**src/rtl/id_ex_if.sv**
```systemverilog
// ID/EX pipeline register bus: ID-stage payload and controls in, EX-stage payload and counters out.
//   flush, freeze, valid_in, *_in      : driven by the ID stage / hazard unit (master)
//   valid_out, *_out, flush_cnt, stall_cnt : driven by the pipeline register (slave)
interface id_ex_if #(
  parameter int unsigned DATA_W = 32
);
  logic              flush;
  logic              freeze;
  logic              valid_in;
  logic [9:0]        ctrl_in;
  logic [DATA_W-1:0] PC_in;
  logic [DATA_W-1:0] val_Rn_in;
  logic [DATA_W-1:0] val_Rm_in;
  logic [11:0]       shift_operand_in;
  logic [23:0]       signed_imm_24_in;
  logic [3:0]        dest_in;
  logic [3:0]        src1_in;
  logic [3:0]        src2_in;
  logic [3:0]        SR_in;

  logic              valid_out;
  logic [9:0]        ctrl_out;
  logic [DATA_W-1:0] PC_out;
  logic [DATA_W-1:0] val_Rn_out;
  logic [DATA_W-1:0] val_Rm_out;
  logic [11:0]       shift_operand_out;
  logic [23:0]       signed_imm_24_out;
  logic [3:0]        dest_out;
  logic [3:0]        src1_out;
  logic [3:0]        src2_out;
  logic [3:0]        SR_out;
  logic [15:0]       flush_cnt;
  logic [15:0]       stall_cnt;

  modport master (
    output flush, freeze, valid_in, ctrl_in, PC_in, val_Rn_in, val_Rm_in,
           shift_operand_in, signed_imm_24_in, dest_in, src1_in, src2_in, SR_in,
    input  valid_out, ctrl_out, PC_out, val_Rn_out, val_Rm_out, shift_operand_out,
           signed_imm_24_out, dest_out, src1_out, src2_out, SR_out, flush_cnt, stall_cnt
  );

  modport slave (
    input  flush, freeze, valid_in, ctrl_in, PC_in, val_Rn_in, val_Rm_in,
           shift_operand_in, signed_imm_24_in, dest_in, src1_in, src2_in, SR_in,
    output valid_out, ctrl_out, PC_out, val_Rn_out, val_Rm_out, shift_operand_out,
           signed_imm_24_out, dest_out, src1_out, src2_out, SR_out, flush_cnt, stall_cnt
  );
endinterface

```
**src/rtl/id_ex_reg.sv**
```systemverilog
// ID/EX pipeline register with flush (bubble), freeze (stall) and saturating event counters.
//   clk : rising-edge clock
//   rst : asynchronous active-high reset, clears every output and both counters
//   bus : id_ex_if slave port carrying the ID payload in and the EX payload out
module id_ex_reg #(
  parameter int unsigned DATA_W = 32
) (
  input  logic    clk,
  input  logic    rst,
  id_ex_if.slave  bus
);
  localparam int unsigned CTRL_W  = 10;
  localparam int unsigned CNT_W   = 16;
  localparam logic [CNT_W-1:0] CNT_MAX = 16'hFFFF;

  logic              r_valid;
  logic [CTRL_W-1:0] r_ctrl;
  logic [DATA_W-1:0] r_pc;
  logic [DATA_W-1:0] r_val_rn;
  logic [DATA_W-1:0] r_val_rm;
  logic [11:0]       r_shift_operand;
  logic [23:0]       r_signed_imm_24;
  logic [3:0]        r_dest;
  logic [3:0]        r_src1;
  logic [3:0]        r_src2;
  logic [3:0]        r_sr;
  logic [CNT_W-1:0]  r_flush_cnt;
  logic [CNT_W-1:0]  r_stall_cnt;

  logic [CTRL_W-1:0] w_ctrl_load;

  // An invalid slot must not write back, touch memory or branch; keep imm/EXE_CMD as-is.
  assign w_ctrl_load = bus.valid_in ? bus.ctrl_in : {5'b0, bus.ctrl_in[4:0]};

  // Stage register: rst > flush > freeze > load.
  always_ff @(posedge clk or posedge rst) begin
    if (rst) begin
      r_valid         <= 1'b0;
      r_ctrl          <= '0;
      r_pc            <= '0;
      r_val_rn        <= '0;
      r_val_rm        <= '0;
      r_shift_operand <= '0;
      r_signed_imm_24 <= '0;
      r_dest          <= '0;
      r_src1          <= '0;
      r_src2          <= '0;
      r_sr            <= '0;
      r_flush_cnt     <= '0;
      r_stall_cnt     <= '0;
    end else if (bus.flush) begin
      r_valid         <= 1'b0;
      r_ctrl          <= '0;
      r_pc            <= '0;
      r_val_rn        <= '0;
      r_val_rm        <= '0;
      r_shift_operand <= '0;
      r_signed_imm_24 <= '0;
      r_dest          <= '0;
      r_src1          <= '0;
      r_src2          <= '0;
      r_sr            <= '0;
      r_flush_cnt     <= (r_flush_cnt == CNT_MAX) ? r_flush_cnt : r_flush_cnt + CNT_W'(1);
    end else if (bus.freeze) begin
      r_stall_cnt     <= (r_stall_cnt == CNT_MAX) ? r_stall_cnt : r_stall_cnt + CNT_W'(1);
    end else begin
      r_valid         <= bus.valid_in;
      r_ctrl          <= w_ctrl_load;
      r_pc            <= bus.PC_in;
      r_val_rn        <= bus.val_Rn_in;
      r_val_rm        <= bus.val_Rm_in;
      r_shift_operand <= bus.shift_operand_in;
      r_signed_imm_24 <= bus.signed_imm_24_in;
      r_dest          <= bus.dest_in;
      r_src1          <= bus.src1_in;
      r_src2          <= bus.src2_in;
      r_sr            <= bus.SR_in;
    end
  end

  assign bus.valid_out         = r_valid;
  assign bus.ctrl_out          = r_ctrl;
  assign bus.PC_out            = r_pc;
  assign bus.val_Rn_out        = r_val_rn;
  assign bus.val_Rm_out        = r_val_rm;
  assign bus.shift_operand_out = r_shift_operand;
  assign bus.signed_imm_24_out = r_signed_imm_24;
  assign bus.dest_out          = r_dest;
  assign bus.src1_out          = r_src1;
  assign bus.src2_out          = r_src2;
  assign bus.SR_out            = r_sr;
  assign bus.flush_cnt         = r_flush_cnt;
  assign bus.stall_cnt         = r_stall_cnt;
endmodule

```
**src/flat_wrapper.sv**
```systemverilog
// flat-port wrapper written by rule: the top's interface ports become plain ports
module id_ex_reg_flat 
#(
  parameter int unsigned DATA_W = 32
)
  (clk, rst, bus_flush, bus_freeze, bus_valid_in, bus_ctrl_in, bus_PC_in, bus_val_Rn_in, bus_val_Rm_in, bus_shift_operand_in, bus_signed_imm_24_in, bus_dest_in, bus_src1_in, bus_src2_in, bus_SR_in, bus_valid_out, bus_ctrl_out, bus_PC_out, bus_val_Rn_out, bus_val_Rm_out, bus_shift_operand_out, bus_signed_imm_24_out, bus_dest_out, bus_src1_out, bus_src2_out, bus_SR_out, bus_flush_cnt, bus_stall_cnt);
  id_ex_if #(.DATA_W(DATA_W)) bus_i ();
  input  logic clk;
  input  logic rst;
  input wire logic [$bits(bus_i.flush)-1:0] bus_flush;
  input wire logic [$bits(bus_i.freeze)-1:0] bus_freeze;
  input wire logic [$bits(bus_i.valid_in)-1:0] bus_valid_in;
  input wire logic [$bits(bus_i.ctrl_in)-1:0] bus_ctrl_in;
  input wire logic [$bits(bus_i.PC_in)-1:0] bus_PC_in;
  input wire logic [$bits(bus_i.val_Rn_in)-1:0] bus_val_Rn_in;
  input wire logic [$bits(bus_i.val_Rm_in)-1:0] bus_val_Rm_in;
  input wire logic [$bits(bus_i.shift_operand_in)-1:0] bus_shift_operand_in;
  input wire logic [$bits(bus_i.signed_imm_24_in)-1:0] bus_signed_imm_24_in;
  input wire logic [$bits(bus_i.dest_in)-1:0] bus_dest_in;
  input wire logic [$bits(bus_i.src1_in)-1:0] bus_src1_in;
  input wire logic [$bits(bus_i.src2_in)-1:0] bus_src2_in;
  input wire logic [$bits(bus_i.SR_in)-1:0] bus_SR_in;
  output wire logic [$bits(bus_i.valid_out)-1:0] bus_valid_out;
  output wire logic [$bits(bus_i.ctrl_out)-1:0] bus_ctrl_out;
  output wire logic [$bits(bus_i.PC_out)-1:0] bus_PC_out;
  output wire logic [$bits(bus_i.val_Rn_out)-1:0] bus_val_Rn_out;
  output wire logic [$bits(bus_i.val_Rm_out)-1:0] bus_val_Rm_out;
  output wire logic [$bits(bus_i.shift_operand_out)-1:0] bus_shift_operand_out;
  output wire logic [$bits(bus_i.signed_imm_24_out)-1:0] bus_signed_imm_24_out;
  output wire logic [$bits(bus_i.dest_out)-1:0] bus_dest_out;
  output wire logic [$bits(bus_i.src1_out)-1:0] bus_src1_out;
  output wire logic [$bits(bus_i.src2_out)-1:0] bus_src2_out;
  output wire logic [$bits(bus_i.SR_out)-1:0] bus_SR_out;
  output wire logic [$bits(bus_i.flush_cnt)-1:0] bus_flush_cnt;
  output wire logic [$bits(bus_i.stall_cnt)-1:0] bus_stall_cnt;
  assign bus_i.flush = bus_flush;
  assign bus_i.freeze = bus_freeze;
  assign bus_i.valid_in = bus_valid_in;
  assign bus_i.ctrl_in = bus_ctrl_in;
  assign bus_i.PC_in = bus_PC_in;
  assign bus_i.val_Rn_in = bus_val_Rn_in;
  assign bus_i.val_Rm_in = bus_val_Rm_in;
  assign bus_i.shift_operand_in = bus_shift_operand_in;
  assign bus_i.signed_imm_24_in = bus_signed_imm_24_in;
  assign bus_i.dest_in = bus_dest_in;
  assign bus_i.src1_in = bus_src1_in;
  assign bus_i.src2_in = bus_src2_in;
  assign bus_i.SR_in = bus_SR_in;
  assign bus_valid_out = bus_i.valid_out;
  assign bus_ctrl_out = bus_i.ctrl_out;
  assign bus_PC_out = bus_i.PC_out;
  assign bus_val_Rn_out = bus_i.val_Rn_out;
  assign bus_val_Rm_out = bus_i.val_Rm_out;
  assign bus_shift_operand_out = bus_i.shift_operand_out;
  assign bus_signed_imm_24_out = bus_i.signed_imm_24_out;
  assign bus_dest_out = bus_i.dest_out;
  assign bus_src1_out = bus_i.src1_out;
  assign bus_src2_out = bus_i.src2_out;
  assign bus_SR_out = bus_i.SR_out;
  assign bus_flush_cnt = bus_i.flush_cnt;
  assign bus_stall_cnt = bus_i.stall_cnt;
  id_ex_reg #(.DATA_W(DATA_W)) u_core (.clk(clk), .rst(rst), .bus(bus_i));
endmodule
```
**config.mk**
```make
export PLATFORM = sky130hd
export DESIGN_NAME = id_ex_reg_flat
export DESIGN_NICKNAME = d
export VERILOG_FILES = /design/src/rtl/id_ex_if.sv /design/src/rtl/id_ex_reg.sv /design/src/flat_wrapper.sv
export SDC_FILE = /design/constraint.sdc
export NUM_CORES = 1
export LEC_CHECK = 0
export BUFFER_PORTS_ARGS = -buffer_cell sky130_fd_sc_hd__buf_2
export CORE_AREA = 2 2 137 139
export CTS_CLUSTER_DIAMETER = 150
export DETAILED_ROUTE_END_ITERATION = 10
export DIE_AREA = 0 0 139 141
export PLACE_DENSITY_LB_ADDON = 0.12
export SLEW_MARGIN = 20
export SYNTH_ARGS = -nofsm -noshare
export SYNTH_HDL_FRONTEND = slang
export SYNTH_SLANG_ARGS = --single-unit
```
**constraint.sdc**
```tcl
create_clock -name clk -period 6 [get_ports clk]
set_clock_uncertainty 0.05 [all_clocks]
set_input_delay 0.3 -clock clk [delete_from_list [all_inputs] [get_ports clk]]
set_output_delay 0.3 -clock clk [all_outputs]
set_load 0.01 [all_outputs]
```
Yosys cells after proc, flatten, opt, wreduce, memory -nomap -nowiden
Index checks and enable logic that the tools add are counted.
- register bits: 191
- word-level logic and storage cells: 46
- memories: 0
- RAM bits: 0
- bits in latches: 0
- output and inout bits: 191
- memory bits (read-only): 0
- input port bits: 163
- shift-type cells: 0
- add/subtract/negate cells: 2
- reduce and logical (&&, ||, !) cells: 2
- equality and inequality tests: 3
- div/mod/pow operators: 0
- multiplexer cells: 23
- magnitude comparators: 0
- multipliers: 0
- bitwise gates (word level): 3
- operator list (operator ; count):
    $mux W32 ; 6
    $mux W24 ; 2
    $add A16 B1 Y16 const B ; 2
    $eq A16 B16 Y1 const B ; 2
    $mux W4 ; 8
    $mux W10 ; 3
    $mux W12 ; 2
    $not A1 Y1 ; 3
    $reduce_and A3 Y1 ; 1
    $mux W1 ; 2
    $ne A2 B2 Y1 const B ; 1
    $reduce_and A2 Y1 ; 1

Depth between registers and ports, before layout
Gate-level depths: netlist of run 1.
- depth in word-level cells: 3
- depth in mapped cells: 5

Least setup slack after synthesis of run 1
Ideal clock, no wire load.
- kind: reg2reg
- from: register u_core.r_flush_cnt[0] (netlist: u_core.bus.flush_cnt[0])
- to: register u_core.r_flush_cnt[1] (netlist: u_core.bus.flush_cnt[1])
- cell stages (with the launch flop): 6
- arrival time: 1.650 ns
- required time: 5.825 ns
- slack: 4.174 ns
- cell sequence: dfrtp_1 > ha_1 > nand4_1 > or4_4 > nand2_4 > mux2_4
- cells in the longest elaborated chain, start to end: 3
- elaborated cells between the ends (all ways): 4
- classes of those cells: add/sub: 1; eq/ne: 1; bitwise: 1; reduce/logical: 1
- RTL lines (element ; RTL line ; text):
    start, declared ; id_ex_reg.sv:27 ; logic [CNT_W-1:0] r_flush_cnt;
    start signal, assigned ; id_ex_reg.sv:63 ; r_flush_cnt <= (r_flush_cnt == CNT_MAX) ? r_flush_cnt : r_flush_cnt + CNT_W'(1);
    branches (longest 3 deep; another with $add A16 B1 Y16) ; -- ;
Parallel ways; which one is timed is not known.
A chain may end at the register's enable or synchronous reset.

Worst setup path in the final report of run 1
- from: input port bus_freeze
- to: register u_core.r_signed_imm_24[11] (netlist: u_core.bus.signed_imm_24_out[11])
- cells in the longest elaborated chain, start to end: 1
- RTL lines (element ; RTL line ; text):
    start, declared ; flat_wrapper.sv:11 ; input wire logic [$bits(bus_i.freeze)-1:0] bus_freeze;
    $ne A2 B2 Y1 (no source line) ; -- ;
    end signal, assigned ; id_ex_reg.sv:73 ; r_signed_imm_24 <= bus.signed_imm_24_in;
    end, declared ; id_ex_reg.sv:22 ; logic [23:0] r_signed_imm_24;
No other way between the ends.

==> run_summary.xml, run 1 <==
<?xml version="1.0" encoding="UTF-8"?>
<metrics>
  <group name="status">
    <metric name="status" unit="">finished clean</metric>
  </group>
  <group name="timing">
    <metric name="report.final.slew_viol_count" unit="">0</metric>
    <metric name="max_freq" unit="GHz">0.4392</metric>
    <metric name="worst_slew_margin_rel" unit="">0.2480</metric>
    <metric name="hold_viol" unit="">0</metric>
    <metric name="period_share" unit="">0.3795</metric>
    <metric name="max_slew.worst_pin.slew" unit="ps">1128</metric>
    <metric name="setup_repair_after_global_routing_missed_its_margin" unit="">false</metric>
    <metric name="fin_setup_tns" unit="ps">0</metric>
    <metric name="setup_viol_count_final" unit="">0</metric>
    <metric name="fin_crit" unit="ps">2277</metric>
  </group>
  <group name="grt">
    <metric name="grt.overflow.total" unit="">0</metric>
    <metric name="initial_antenna_violation_count" unit="">3</metric>
    <metric name="track_usage" unit="">0.2098</metric>
    <metric name="vias_in_the_first_global_route" unit="">5886</metric>
    <metric name="pin_count_of_the_biggest_net_entering_global_routing" unit="">138</metric>
    <metric name="grt_first_pass_wirelength" unit="mm">32.44</metric>
  </group>
  <group name="clock_tree">
    <metric name="cts.htree.levels" unit="">4</metric>
    <metric name="clk_pin_slew" unit="ps">70</metric>
    <metric name="post_cts.resized_instances" unit="">0</metric>
    <metric name="cts_hold_buf" unit="">0</metric>
    <metric name="tritoncts" unit="">done</metric>
    <metric name="cts_inserted_buffers" unit="">17</metric>
    <metric name="root_buffer" unit="">sky130_fd_sc_hd__clkbuf_16</metric>
    <metric name="clkLatencyLatePin" unit="ps">430</metric>
    <metric name="cts.repair_timing.setup_buffer_count" unit="">0</metric>
    <metric name="clock_tree.buffer_depth" unit="">2</metric>
    <metric name="clock_sinks" unit="">191</metric>
  </group>
  <group name="routing">
    <metric name="first_iteration_detailed_routing_drc_count" unit="">353</metric>
    <metric name="total_via_count_in_the_routed_design" unit="">6125</metric>
    <metric name="route.final.wire_length" unit="mm">20.61</metric>
    <metric name="total_drc_errors_in_the_routed_layout" unit="">0</metric>
    <metric name="drt_pass1_iterations" unit="">6</metric>
    <metric name="post_dr_vias_cell" unit="">4.877</metric>
    <metric name="wl_per_cell" unit="um">16.41</metric>
    <metric name="postRouteAntennaNets" unit="">0</metric>
  </group>
  <group name="logic_synthesis">
    <metric name="synth.distinct_cells" unit="">40</metric>
    <metric name="seq_area_frac_synth" unit="">0.6011</metric>
    <metric name="yosys_register_bits" unit="">191</metric>
    <metric name="synthesis.area" unit="sq um">7951</metric>
    <metric name="syn-mean-instance-area" unit="sq um">11.87</metric>
    <metric name="synthesis.instances" unit="">670</metric>
    <metric name="yosys_warnings" unit="">0</metric>
    <metric name="synth_net_count" unit="">835</metric>
  </group>
  <group name="cells_and_area">
    <metric name="fillers" unit="">1652</metric>
    <metric name="flow.area_growth_from_synthesis" unit="%">33.20</metric>
    <metric name="final_area" unit="sq um">10590</metric>
    <metric name="layout-drive-gt1-share" unit="">0.3925</metric>
    <metric name="num-nets-final" unit="">1173</metric>
    <metric name="commonest_non_fill_non_tap_cell_in_the_layout" unit="">sky130_fd_sc_hd__buf_2</metric>
    <metric name="layout.cells.non_filler" unit="">1256</metric>
    <metric name="layout.core_utilization" unit="">0.5798</metric>
    <metric name="most-common-layout-cells" unit="">351 x sky130_fd_sc_hd__buf_2, 191 x sky130_fd_sc_hd__dfrtp_1, 172 x sky130_fd_sc_hd__nor2_1, 153 x sky130_fd_sc_hd__mux2i_1, 17 x sky130_fd_sc_hd__clkbuf_16</metric>
  </group>
  <group name="die">
    <metric name="core" unit="sq um">18270</metric>
    <metric name="die_height" unit="um">141</metric>
    <metric name="effective_utilization_at_floorplan" unit="">0.4353</metric>
    <metric name="boundary_pins" unit="">354</metric>
    <metric name="die-width" unit="um">139</metric>
    <metric name="rows" unit="">50</metric>
    <metric name="area_enclosed_by_the_die_boundary" unit="sq um">19600</metric>
  </group>
  <group name="power_and_ir_drop">
    <metric name="vdd.ir_drop.worst" unit="uV">239.1</metric>
    <metric name="total_leakage_power" unit="nW">6.015</metric>
    <metric name="totalPowerFinal" unit="mW">3.325</metric>
    <metric name="power.density" unit="nW/um^2">314.0</metric>
  </group>
  <group name="worst_setup_path">
    <metric name="critPathCaptureType" unit="">flop</metric>
    <metric name="critical-path-top-delay-family" unit="">buffers and inverters</metric>
    <metric name="critPathCapture" unit="">u_core.bus.signed_imm_24_out[11]</metric>
    <metric name="critical_path.slowest_cell" unit="">sky130_fd_sc_hd__buf_4</metric>
    <metric name="timing.critical_path.slowest_cell_delay" unit="ps">910</metric>
    <metric name="rr_startpoint" unit="">u_core.bus.stall_cnt[0]</metric>
    <metric name="timing_worst_setup_path_type" unit="">input pin to flop</metric>
    <metric name="worstSetupStartpointType" unit="">input pin</metric>
    <metric name="cp.depth" unit="">4</metric>
    <metric name="regToRegSetupSlack" unit="ps">4020</metric>
    <metric name="required" unit="ps">6210</metric>
    <metric name="startpoint" unit="">bus_freeze</metric>
    <metric name="reg2regPathDepth" unit="">5</metric>
    <metric name="timing.critical_path.buf_inv" unit="">2</metric>
    <metric name="cp_cell_sequence" unit="">clkbuf_8 &gt; buf_4 &gt; mux2i_1 &gt; nor2_1</metric>
    <metric name="critical_path_arrival" unit="ps">2490</metric>
    <metric name="r2r-end" unit="">u_core.bus.stall_cnt[1]</metric>
    <metric name="critPathMaxFanout" unit="">108</metric>
  </group>
  <group name="place">
    <metric name="dp_cells" unit="">1223</metric>
    <metric name="portBuffers" unit="">353</metric>
    <metric name="detailed_place_hpwl" unit="mm">14.37</metric>
    <metric name="routabilityCongestion" unit="">0.7903</metric>
    <metric name="placedInstanceArea" unit="sq um">9892</metric>
  </group>
  <group name="run">
    <metric name="cap_violations" unit="">0</metric>
  </group>
  <group name="min_path">
    <metric name="min-delay-path-class" unit="">input pin to async pin</metric>
  </group>
</metrics>
synthesized netlist by cell type:
cell type | count | area [sq um]
sky130_fd_sc_hd__and4_1 | 1 | 8.760
sky130_fd_sc_hd__mux2_4 | 2 | 30.03
sky130_fd_sc_hd__nor4_1 | 6 | 37.54
sky130_fd_sc_hd__mux2i_1 | 153 | 1531
sky130_fd_sc_hd__clkbuf_1 | 12 | 45.04
sky130_fd_sc_hd__dfrtp_1 | 191 | 4780
sky130_fd_sc_hd__inv_1 | 4 | 15.01
sky130_fd_sc_hd__buf_1 | 8 | 30.03
sky130_fd_sc_hd__xnor2_1 | 13 | 113.9
sky130_fd_sc_hd__o21ai_0 | 2 | 10.01
sky130_fd_sc_hd__nor2b_1 | 1 | 6.260
sky130_fd_sc_hd__ha_1 | 2 | 25.02
sky130_fd_sc_hd__nor3_1 | 6 | 30.03
sky130_fd_sc_hd__nand4b_1 | 1 | 8.760
sky130_fd_sc_hd__mux2_2 | 1 | 11.26
sky130_fd_sc_hd__o22a_1 | 1 | 8.760
sky130_fd_sc_hd__a21oi_1 | 9 | 45.04
sky130_fd_sc_hd__nand2_1 | 13 | 48.80
sky130_fd_sc_hd__nor2_2 | 1 | 6.260
sky130_fd_sc_hd__nand4_2 | 2 | 25.02
sky130_fd_sc_hd__nor2_1 | 172 | 645.6
sky130_fd_sc_hd__or3_1 | 1 | 6.260
sky130_fd_sc_hd__nand4_1 | 11 | 68.82
sky130_fd_sc_hd__or4_1 | 1 | 7.510
sky130_fd_sc_hd__nand3_1 | 10 | 50.05
sky130_fd_sc_hd__or2_1 | 1 | 6.260
sky130_fd_sc_hd__o41ai_1 | 1 | 8.760
sky130_fd_sc_hd__nand2b_1 | 1 | 6.260
sky130_fd_sc_hd__and2_1 | 2 | 12.51
sky130_fd_sc_hd__nand3_2 | 1 | 10.01
sky130_fd_sc_hd__nand2_4 | 1 | 11.26
sky130_fd_sc_hd__nor4_4 | 1 | 21.27
sky130_fd_sc_hd__nand4_4 | 1 | 21.27
sky130_fd_sc_hd__buf_2 | 17 | 85.08
sky130_fd_sc_hd__xor2_1 | 10 | 87.58
sky130_fd_sc_hd__nor4b_1 | 2 | 17.52
sky130_fd_sc_hd__and3_1 | 2 | 12.51
sky130_fd_sc_hd__a22oi_1 | 1 | 7.510
sky130_fd_sc_hd__nor3b_1 | 2 | 15.01
sky130_fd_sc_hd__or4_4 | 3 | 33.78
sequential cells by signal, indices dropped and copies added, names as in the netlist:
register                      flops
u_core.bus.valid_out              1
u_core.bus.shift_operand_out     12
u_core.bus.dest_out               4
u_core.bus.val_Rn_out            32
u_core.bus.SR_out                 4
u_core.bus.ctrl_out              10
u_core.bus.stall_cnt             16
u_core.bus.val_Rm_out            32
u_core.bus.signed_imm_24_out     24
u_core.bus.flush_cnt             16
u_core.bus.src2_out               4
u_core.bus.PC_out                32
u_core.bus.src1_out               4
cell type report:
type,instances,area (sq um),share of cell area
flip-flops and latches,191,4780,0.4513
multi-input cells,438,2997,0.2829
diodes,3,7.507,0.0007088
clock inverters,12,252.7,0.02386
clock buffers,18,439.2,0.04146
well taps,234,292.8,0.02764
repair buffers,356,1800,0.1700
inverters,4,22.52,0.002126
logic make-up (layout without fill, tap and decap cells):
logic type | Yosys count | in the layout | synth area share
compound gates | 14 | 14 | 0.01007
xor+xnor | 23 | 23 | 0.02533
fa+ha+maj | 2 | 2 | 0.003147
buf+inv | 41 | 390 | 0.02203
flops | 191 | 191 | 0.6011
mux | 156 | 156 | 0.1978
other cells | 0 | 3 | 0
simple gates | 243 | 243 | 0.1405
worst reg2reg max path: cells and delay by family, from the launching register on:
| kind | cells | cell delay, ps |
|---|---|---|
| AND/OR/NAND/NOR | 3 | 820 |
| adder cells (fa/ha/maj) | 1 | 250 |
| flip-flops | 1 | 440 |
| multiplexers | 1 | 310 |
per-layer routing:
layer  share of wire  wire, um  up-vias  global-route usage
li1                -         -     2947                   -
met3           0.053      1087       33             0.04246
met4           0.024       497        0             0.08985
met2            0.49     10110      211              0.3358
met1            0.43      8924     2934              0.2804
met5               0         0        -                   0
how the worst min path moves through the flow:
stage	slack [ps]	start	depth (start not counted)	endpoint
floorplan	400	bus_PC_in[0]	2	u_core.bus.PC_out[0]
global placement	440	u_core.bus.ctrl_out[5]	2	u_core.bus.ctrl_out[5]
detailed placement	450	u_core.bus.stall_cnt[7]	1	u_core.bus.stall_cnt[7]
CTS	40	bus_val_Rn_in[28]	3	u_core.bus.val_Rn_out[28]
global route	40	bus_val_Rn_in[29]	3	u_core.bus.val_Rn_out[29]
finish	30	rst	2	u_core.bus.val_Rm_out[18]
per-stage QoR:
stage	hold WS (ps)	setup slack (ps)
2_1_floorplan	403.0	451.2
3_3_place_gp	437.8	3348
3_5_place_dp	452.6	3283
4_1_cts	39.14	3748
5_1_grt	44.51	3573
6_report	26.37	3723
power by group:
group / internal (mW) / total [mW] / switching (mW)
Combinational: 0.226 / 0.497 / 0.272
Clock: 0.837 / 1.33 / 0.490
Sequential: 1.39 / 1.50 / 0.107
Total: 2.46 / 3.33 / 0.869
No activity file was read; power rests on OpenSTA's default activity.
==> run 2: changes to the inputs <==
CORE_AREA = default   (was 2 2 137 139)
CORE_MARGIN = 2   (was default)
CORE_UTILIZATION = 43   (was default)
DIE_AREA = default   (was 0 0 139 141)
clock period = 1.9 ns   (was 6 ns; I/O delays follow)
==> run 2 against run 1 <==
Final area up 16%; global-route usage rose by 3.2 points; highest routed layer unchanged; total power rose to 3.1 times the previous value; routed wire length rose by 15%; worst hold slack better by 11 ps; register-to-register slack got worse by 3900 ps; die area hardly changed; worst setup slack worse by 3600 ps; core utilization grew 10 points; largest cell class unchanged.
==> run_summary.xml, run 2 (synthesis gave the netlist of run 1 again) <==
<?xml version="1.0" encoding="UTF-8"?>
<metrics>
  <group name="status">
    <metric name="status" unit="">finished clean</metric>
  </group>
  <group name="routing">
    <metric name="postRouteAntennaNets" unit="">0</metric>
    <metric name="route.final.wire_length" unit="mm">23.72</metric>
    <metric name="wl_per_cell" unit="um">16.60</metric>
    <metric name="drt_pass1_iterations" unit="">6</metric>
    <metric name="post_dr_vias_cell" unit="">4.838</metric>
    <metric name="total_drc_errors_in_the_routed_layout" unit="">0</metric>
    <metric name="total_via_count_in_the_routed_design" unit="">6913</metric>
    <metric name="first_iteration_detailed_routing_drc_count" unit="">336</metric>
  </group>
  <group name="worst_setup_path">
    <metric name="required" unit="ps">2160</metric>
    <metric name="critPathMaxFanout" unit="">5</metric>
    <metric name="timing_worst_setup_path_type" unit="">flop to flop</metric>
    <metric name="critPathCaptureType" unit="">flop</metric>
    <metric name="startpoint" unit="">u_core.bus.flush_cnt[0]</metric>
    <metric name="worstSetupStartpointType" unit="">flop</metric>
    <metric name="critical_path_arrival" unit="ps">2060</metric>
    <metric name="rr_startpoint" unit="">u_core.bus.flush_cnt[0]</metric>
  </group>
  <group name="timing">
    <metric name="final_critical_path_setup_slack" unit="ps">104.5</metric>
    <metric name="period_share" unit="">0.9450</metric>
    <metric name="setup_viol_count_final" unit="">0</metric>
    <metric name="worst_slew_margin_rel" unit="">0.4779</metric>
    <metric name="hold_viol" unit="">0</metric>
    <metric name="max_slew.worst_pin.slew" unit="ps">783.1</metric>
    <metric name="report.final.slew_viol_count" unit="">0</metric>
    <metric name="fin_crit" unit="ps">1795</metric>
    <metric name="setup_repair_after_global_routing_missed_its_margin" unit="">false</metric>
    <metric name="max_freq" unit="GHz">0.5570</metric>
  </group>
  <group name="clock_tree">
    <metric name="root_buffer" unit="">sky130_fd_sc_hd__clkbuf_16</metric>
    <metric name="clock_tree.buffer_depth" unit="">2</metric>
    <metric name="tritoncts" unit="">done</metric>
    <metric name="cts_inserted_buffers" unit="">17</metric>
    <metric name="cts.htree.levels" unit="">4</metric>
    <metric name="clkLatencyLatePin" unit="ps">430</metric>
    <metric name="clk_pin_slew" unit="ps">70</metric>
    <metric name="clock_sinks" unit="">191</metric>
  </group>
  <group name="cells_and_area">
    <metric name="layout-drive-gt1-share" unit="">0.3525</metric>
    <metric name="most-common-layout-cells" unit="">351 x sky130_fd_sc_hd__buf_2, 191 x sky130_fd_sc_hd__dfrtp_1, 172 x sky130_fd_sc_hd__nor2_1, 160 x sky130_fd_sc_hd__dlygate4sd3_1, 153 x sky130_fd_sc_hd__mux2i_1</metric>
    <metric name="final_area" unit="sq um">12270</metric>
    <metric name="commonest_non_fill_non_tap_cell_in_the_layout" unit="">sky130_fd_sc_hd__buf_2</metric>
    <metric name="insertedDiodeCount" unit="">0</metric>
    <metric name="flow.area_growth_from_synthesis" unit="%">54.37</metric>
    <metric name="num-nets-final" unit="">1352</metric>
  </group>
  <group name="min_path">
    <metric name="min-delay-path-class" unit="">input pin to flop</metric>
    <metric name="hold_start" unit="">bus_valid_in</metric>
  </group>
  <group name="die">
    <metric name="die-width" unit="um">140.0</metric>
    <metric name="core" unit="sq um">18020</metric>
    <metric name="rows" unit="">49</metric>
    <metric name="die_height" unit="um">140.0</metric>
    <metric name="area_enclosed_by_the_die_boundary" unit="sq um">19600</metric>
    <metric name="effective_utilization_at_floorplan" unit="">0.4411</metric>
    <metric name="boundary_pins" unit="">354</metric>
  </group>
  <group name="grt">
    <metric name="pin_count_of_the_biggest_net_entering_global_routing" unit="">75</metric>
    <metric name="track_usage" unit="">0.2413</metric>
    <metric name="grt.overflow.total" unit="">0</metric>
    <metric name="grt_first_pass_wirelength" unit="mm">37.56</metric>
    <metric name="initial_antenna_violation_count" unit="">0</metric>
    <metric name="vias_in_the_first_global_route" unit="">7083</metric>
  </group>
  <group name="run">
    <metric name="cap_violations" unit="">0</metric>
  </group>
  <group name="place">
    <metric name="routabilityCongestion" unit="">0.8326</metric>
    <metric name="detailed_place_hpwl" unit="mm">15.54</metric>
    <metric name="post_place_setup_slack" unit="ps">98.18</metric>
    <metric name="placedInstanceArea" unit="sq um">10070</metric>
    <metric name="portBuffers" unit="">353</metric>
  </group>
  <group name="power_and_ir_drop">
    <metric name="vdd.ir_drop.worst" unit="uV">598.8</metric>
    <metric name="power.density" unit="nW/um^2">838.7</metric>
    <metric name="total_leakage_power" unit="nW">6.730</metric>
  </group>
</metrics>
run 2: metrics by stage:
| step | std cells | utilization | total power, mW | TNS (ps) | hold WS, ps |
|---|---|---|---|---|---|
| finish | 1429 | 0.6810 | 10.29 | 0 | 37.03 |
| global route | 1429 | 0.6810 | 10.78 | 0 | 71.93 |
| CTS | 1428 | 0.6801 | 10.37 | 0 | 19.36 |
| detailed placement | 1236 | 0.5585 | 6.520 | 0 | 97.94 |
| global placement | 1236 | 0.5585 | 6.497 | 0 | 96.04 |
| floorplan | 670 | - | 5.644 | -135120 | 198.0 |
run 2: final cells by class:
type	count	area [sq um]
Clock inverter	12	123.9
Sequential cell	191	4780
Inverter	4	18.77
Tap cell	229	286.5
Timing Repair Buffer	535	3595
Fill cell	1406	5751
Clock buffer	20	466.7
Multi-Input combinational cell	438	3004
run 2: what timing repair did:
item	CTS	global route
hold endpoints to repair	172	0
endpoints found under the setup margin	0	4
hold buffers	160	0
setup buffers	0	1
resized for setup	0	2
run 2: final timing paths:
kind,end,slack (ps),depth (start not counted)
setup / recovery,u_core.bus.flush_cnt[1],100,5
hold / removal,u_core.bus.ctrl_out[7],40,5
setup reg to reg,u_core.bus.flush_cnt[1],100,5
hold reg to reg,u_core.bus.ctrl_out[7],460,2
max in group asynchronous,u_core.bus.flush_cnt[13],940,4
min in group asynchronous,u_core.bus.shift_operand_out[6],190,3
run 2: routing by layer:
metal,vias up,GRT usage,wire [um]
met5,-,0,0
met4,0,0.09368,764
met3,49,0.06462,1330
met2,228,0.4126,11940
met1,3337,0.2925,9685
li1,3299,-,-
run 2: worst max-delay path, stage by stage, from the launching register on:
cell	delay, ps
sky130_fd_sc_hd__dfrtp_1	370
sky130_fd_sc_hd__ha_2	230
sky130_fd_sc_hd__nand4_1	130
sky130_fd_sc_hd__or4_4	520
sky130_fd_sc_hd__nand2_4	100
sky130_fd_sc_hd__mux2_4	300
run 2: where the power goes:
| part | internal, mW | switching, mW | total, mW |
|---|---|---|---|
| clock | 1.95 | 1.61 | 3.56 |
| combinational | 1.03 | 1.04 | 2.07 |
| sequential | 4.40 | 0.263 | 4.66 |
| total | 7.38 | 2.91 | 10.3 |
